--- src/rtl/mem_arbiter.sv ---
// Round-robin arbiter and sequencer that shares one single-port memory
// between an instruction-fetch port (0) and a load/store port (1).
module mem_arbiter #(
  parameter int unsigned ADDR_W      = 8,
  parameter int unsigned DIN_W       = 8,
  parameter int unsigned DOUT_W      = 16,
  parameter int unsigned WAIT_STATES = 0
) (
  input  logic              clk,
  input  logic              reset,
  input  logic              req0,
  input  logic              we0,
  input  logic [ADDR_W-1:0] addr0,
  input  logic [DIN_W-1:0]  wdata0,
  output logic              ack0,
  output logic [DOUT_W-1:0] rdata0,
  input  logic              req1,
  input  logic              we1,
  input  logic [ADDR_W-1:0] addr1,
  input  logic [DIN_W-1:0]  wdata1,
  output logic              ack1,
  output logic [DOUT_W-1:0] rdata1,
  output logic              MW,
  output logic [ADDR_W-1:0] address,
  output logic [DIN_W-1:0]  DataIn,
  input  logic [DOUT_W-1:0] DataOut,
  output logic              busy,
  output logic [1:0]        gnt
);

  localparam int unsigned CNT_W = 4;
  localparam logic [CNT_W-1:0] WAIT_LOAD = CNT_W'(WAIT_STATES);

  typedef enum logic [1:0] {IDLE, ACCESS, RESP} state_t;

  state_t            state, state_d;
  logic [CNT_W-1:0]  cnt, cnt_d;
  logic              last_grant, last_grant_d;
  logic [1:0]        gnt_d;
  logic              busy_d;
  logic              mw_d;
  logic [ADDR_W-1:0] address_d;
  logic [DIN_W-1:0]  data_in_d;
  logic              ack0_d, ack1_d;
  logic [DOUT_W-1:0] rdata0_d, rdata1_d;
  logic              pick1;

  // Port 1 wins when alone, or on contention when port 0 was served last.
  assign pick1 = req1 && (!req0 || !last_grant);

  // Next-state and registered-output decode.
  always_comb begin
    state_d      = state;
    cnt_d        = cnt;
    last_grant_d = last_grant;
    gnt_d        = gnt;
    busy_d       = busy;
    mw_d         = MW;
    address_d    = address;
    data_in_d    = DataIn;
    ack0_d       = 1'b0;
    ack1_d       = 1'b0;
    rdata0_d     = rdata0;
    rdata1_d     = rdata1;
    case (state)
      IDLE: begin
        if (req0 || req1) begin
          state_d      = ACCESS;
          busy_d       = 1'b1;
          cnt_d        = WAIT_LOAD;
          last_grant_d = pick1;
          gnt_d        = pick1 ? 2'b10 : 2'b01;
          mw_d         = pick1 ? we1 : we0;
          address_d    = pick1 ? addr1 : addr0;
          data_in_d    = pick1 ? wdata1 : wdata0;
        end
      end
      ACCESS: begin
        if (cnt != '0) begin
          cnt_d = cnt - CNT_W'(1);
        end else begin
          state_d = RESP;
          mw_d    = 1'b0;
          if (gnt[1]) begin
            rdata1_d = DataOut;
            ack1_d   = 1'b1;
          end else begin
            rdata0_d = DataOut;
            ack0_d   = 1'b1;
          end
        end
      end
      RESP: begin
        state_d = IDLE;
        busy_d  = 1'b0;
        gnt_d   = 2'b00;
      end
      default: begin
        state_d = IDLE;
        busy_d  = 1'b0;
        gnt_d   = 2'b00;
        mw_d    = 1'b0;
      end
    endcase
  end

  // State and output registers; reset forces the idle values.
  always_ff @(posedge clk) begin
    if (reset) begin
      state      <= IDLE;
      cnt        <= '0;
      last_grant <= 1'b1;
      gnt        <= 2'b00;
      busy       <= 1'b0;
      MW         <= 1'b0;
      address    <= '0;
      DataIn     <= '0;
      ack0       <= 1'b0;
      ack1       <= 1'b0;
      rdata0     <= '0;
      rdata1     <= '0;
    end else begin
      state      <= state_d;
      cnt        <= cnt_d;
      last_grant <= last_grant_d;
      gnt        <= gnt_d;
      busy       <= busy_d;
      MW         <= mw_d;
      address    <= address_d;
      DataIn     <= data_in_d;
      ack0       <= ack0_d;
      ack1       <= ack1_d;
      rdata0     <= rdata0_d;
      rdata1     <= rdata1_d;
    end
  end

endmodule
--- config.mk ---
export PLATFORM = sky130hd
export DESIGN_NAME = mem_arbiter
export DESIGN_NICKNAME = d
export VERILOG_FILES = /design/src/rtl/mem_arbiter.sv
export SDC_FILE = /design/constraint.sdc
export NUM_CORES = 1
export LEC_CHECK = 0
export CAP_MARGIN = 0
export CORE_MARGIN = 4
export CORE_UTILIZATION = 44
export CTS_BUF_LIST = sky130_fd_sc_hd__clkbuf_8
export DETAILED_ROUTE_END_ITERATION = 8
export PLACE_DENSITY_LB_ADDON = 0.05
export SETUP_SLACK_MARGIN = 0.1
export SLEW_MARGIN = 30
export SYNTH_ARGS = -nofsm -noshare
export SYNTH_HDL_FRONTEND = slang
export SYNTH_SLANG_ARGS = --single-unit
--- constraint.sdc ---
create_clock -name clk -period 2 [get_ports clk]
set_input_delay 0.3 -clock clk [delete_from_list [all_inputs] [get_ports clk]]
set_output_delay 0.3 -clock clk [all_outputs]
set_load 0.01 [all_outputs]
==> results.toml <==
[routing]
drtAntennaViolNets = 0
num_vias = 2665
drc = 0
initialDrtViolationCount = 140
drt_pass1_iterations = 4
drt-total-wl_um = 7770
wl_per_cell_um = 16.4
vias_per_cell = 5.63

[final_layout]
fillers = 466
regArea_sq_um = 1220
final_common_cell = "clkdlybuf4s50_1"
multi_input_area_sq_um = 1250
mostFrequentLayoutCells = "107 x clkdlybuf4s50_1, 60 x dfxtp_1, 36 x nand3_1, 20 x nand2_1, 20 x nand2b_1"
final_nets = 453
areaGrowthSynthToFinish_pct = 55.1
finalCoreUtilization_pct = 72.1
diodes = 0
drive_above_1_share_pct = 12.7

[worst_setup_path]
cp_max_fo = 9
crit_path_max_incr_delay_ns = 0.39
cp.required_ns = 2.23
crit_family = "simple AND/OR/NAND/NOR gates"
critical_path_class = "register to register"
critPathSlowestCell = "or3b_4"
critPathArrivalTime_ns = 2.06
crit_buf_inv = 2
r2r_setup_slack_ns = 0.17
cp_cell_sequence = "inv_2 > ha_2 > or3b_4 > or3_4 > buf_6 > a31o_2"
end_kind = "register"
cp-start-kind = "register"

[status]
status = "completed"

[power]
clockPowerShare_pct = 37.0
switchingPower_w = 0.000984
leakage_nw = 1.52
seq_power_share_pct = 38.4
p_int_w = 0.00270
p_per_area_nw_per_um2 = 904
p_sw_share_pct = 26.7
irDropWorstVdd_v = 0.000592
combPwrFrac_pct = 24.6

[die]
dieArea_sq_um = 7270
die_w_um = 85.2
ioPinCount = 108
design.core.area_sq_um = 5640
start_util_pct = 46.5
core.rowCount = 27
die_h_um = 85.2

[sta]
fin_crit_sh_pct = 91.5
hold_slack_ns = 0.460
tightest_slew_ns = 0.461
fmax_mhz = 547
min_period_ns = 1.83
rsz0062_at_grt = "false"
final.setup_skew_ns = 0.00935
finalSetupTns_ns = 0
maxSlewViolCount = 0
finalHoldViolCount = 0
setup-violations-final = 0
max_slew_margin_pct = 69.3

[clocking]
hold_buffers = 0
clk_latency_ns = 0.35
htree_levels = 3
cts_buffers = 9
cts_root_buf = "clkbuf_8"
path_clk_slew_ns = 0.06
cts_tree = "done"
cts_buffer_depth = 2
cts_sinks = 61
post-cts-setup-buffers = 0

[synth]
synth_cells = 290
synth_edf_count = 0
synth.ff_latch_count = 61
synth_top_area_share_pct = 46.5
yosys_warnings = 0
syn-num-nets = 346
syn_area_sq_um = 2630
yosysTopAreaCell = "dfxtp_1"
synthTopCellsByArea = "dfxtp_1 47%, nand3_1 6.9%, mux2i_1 6.1%"
synth_cell_type_count = 37
seq_area_frac_synth_pct = 46.5
ys.flop_type = "dfxtp_1"
postSynthAreaPerCell_sq_um = 9.05
ys_async_sr_fraction_pct = 0

[global_route]
track_usage_pct = 21.3
antenna_found_initial = 0
grt_pass1_wl_um = 12500
grt_max_degree = 44
overflow = 0
grt_pass1_vias = 2590

[run]
max_cap_viol_count = 0

[place]
portBuffers = 107
gp_congestion = 0.782
hpwlAfterDp_um = 5320

[min_path]
hold_path.class = "register to register"
## power groups by stage
stage	logic, W	clock network, W	registers (W)
5_1_grt	0.000980	0.00144	0.00143
6_report	0.000905	0.00136	0.00141
2_1_floorplan	0.000418	0	0.00146
4_1_cts	0.000891	0.00138	0.00141
3_3_place_gp	0.000872	0	0.00143
3_5_place_dp	0.000885	0	0.00144
## worst register-to-register path: cells and delay by family, from the launching register on
family          cells  cell delay (ns)
compound gates      1             0.24
simple gates        2             0.75
buf+inv             2             0.22
fa+ha+maj           1             0.18
flops               1             0.34
## synth_stat cells (2+ instances only)
library cell / count
nor2_1: 5
mux2i_1: 16
a31o_2: 8
clkbuf_1: 19
a31oi_1: 18
a32oi_1: 2
nand2_1: 20
o221ai_1: 3
dfxtp_1: 61
nor3_1: 4
inv_1: 5
nand3_1: 36
nor4_1: 17
nand2b_1: 20
nor3b_2: 2
o21ai_0: 16
buf_2: 6
a31o_1: 9
or3_1: 3
ha_1: 2
buf_1: 2
## registers in the layout (all words and copies together), names as in the netlist, 2 cells and up
name	cells
state	2
address	8
DataIn	8
rdata1	16
cnt	4
rdata0	16
gnt	2
## per-layer routing
layer / up-vias / part of all wire, % / global-route usage, %
li1: 1287 / - / -
met1: 1289 / 43 / 25.8
met2: 79 / 48 / 34.5
met3: 10 / 7.7 / 9.32
met4: 0 / 1.3 / 6.04
met5: - / 0 / 0
## final timing paths
check | from | end | depth (start not counted)
setup / recovery | cnt[0] | rdata0[10] | 6
hold / removal | rdata1[8] | rdata1[8] | 2
setup reg to reg | cnt[0] | rdata0[10] | 6
hold reg to reg | rdata1[8] | rdata1[8] | 2
## timing repair
| action | 4_1_cts | 5_1_grt |
|---|---|---|
| resized for setup | 1 | 7 |
| gates cloned | 0 | 1 |
| endpoints found under the setup margin | 1 | 12 |
## through the flow
| stage | area (sq um) | instances | worst slack (ns) | total power [W] |
|---|---|---|---|---|
| 2_1_floorplan | 2630 | 290 | 0.197 | 0.00188 |
| 3_3_place_gp | 3800 | 457 | 0.203 | 0.00231 |
| 3_5_place_dp | 3800 | 457 | 0.160 | 0.00232 |
| 4_1_cts | 4050 | 472 | 0.153 | 0.00368 |
| 5_1_grt | 4070 | 473 | 0.120 | 0.00385 |
| 6_report | 4070 | 473 | 0.170 | 0.00368 |
## area by class of cell
type                            count  area share [%]
Inverter                            6           0.553
Sequential cell                    61            30.0
Timing Repair Buffer              125            30.3
Clock inverter                      4            2.34
Tap cell                           72            2.21
Clock buffer                       11            3.72
Multi-Input combinational cell    194            30.8
## cell families after synthesis
kind of cell	Yosys count	synth area share [%]
multiplexers	16	6.10
AND/OR/NAND/NOR	113	23.6
buffers and inverters	35	6.01
adder cells (fa/ha/maj)	2	0.953
AO/OA/AOI/OAI	63	16.8
flip-flops	61	46.5
Power figures use the tool's default switching activity.
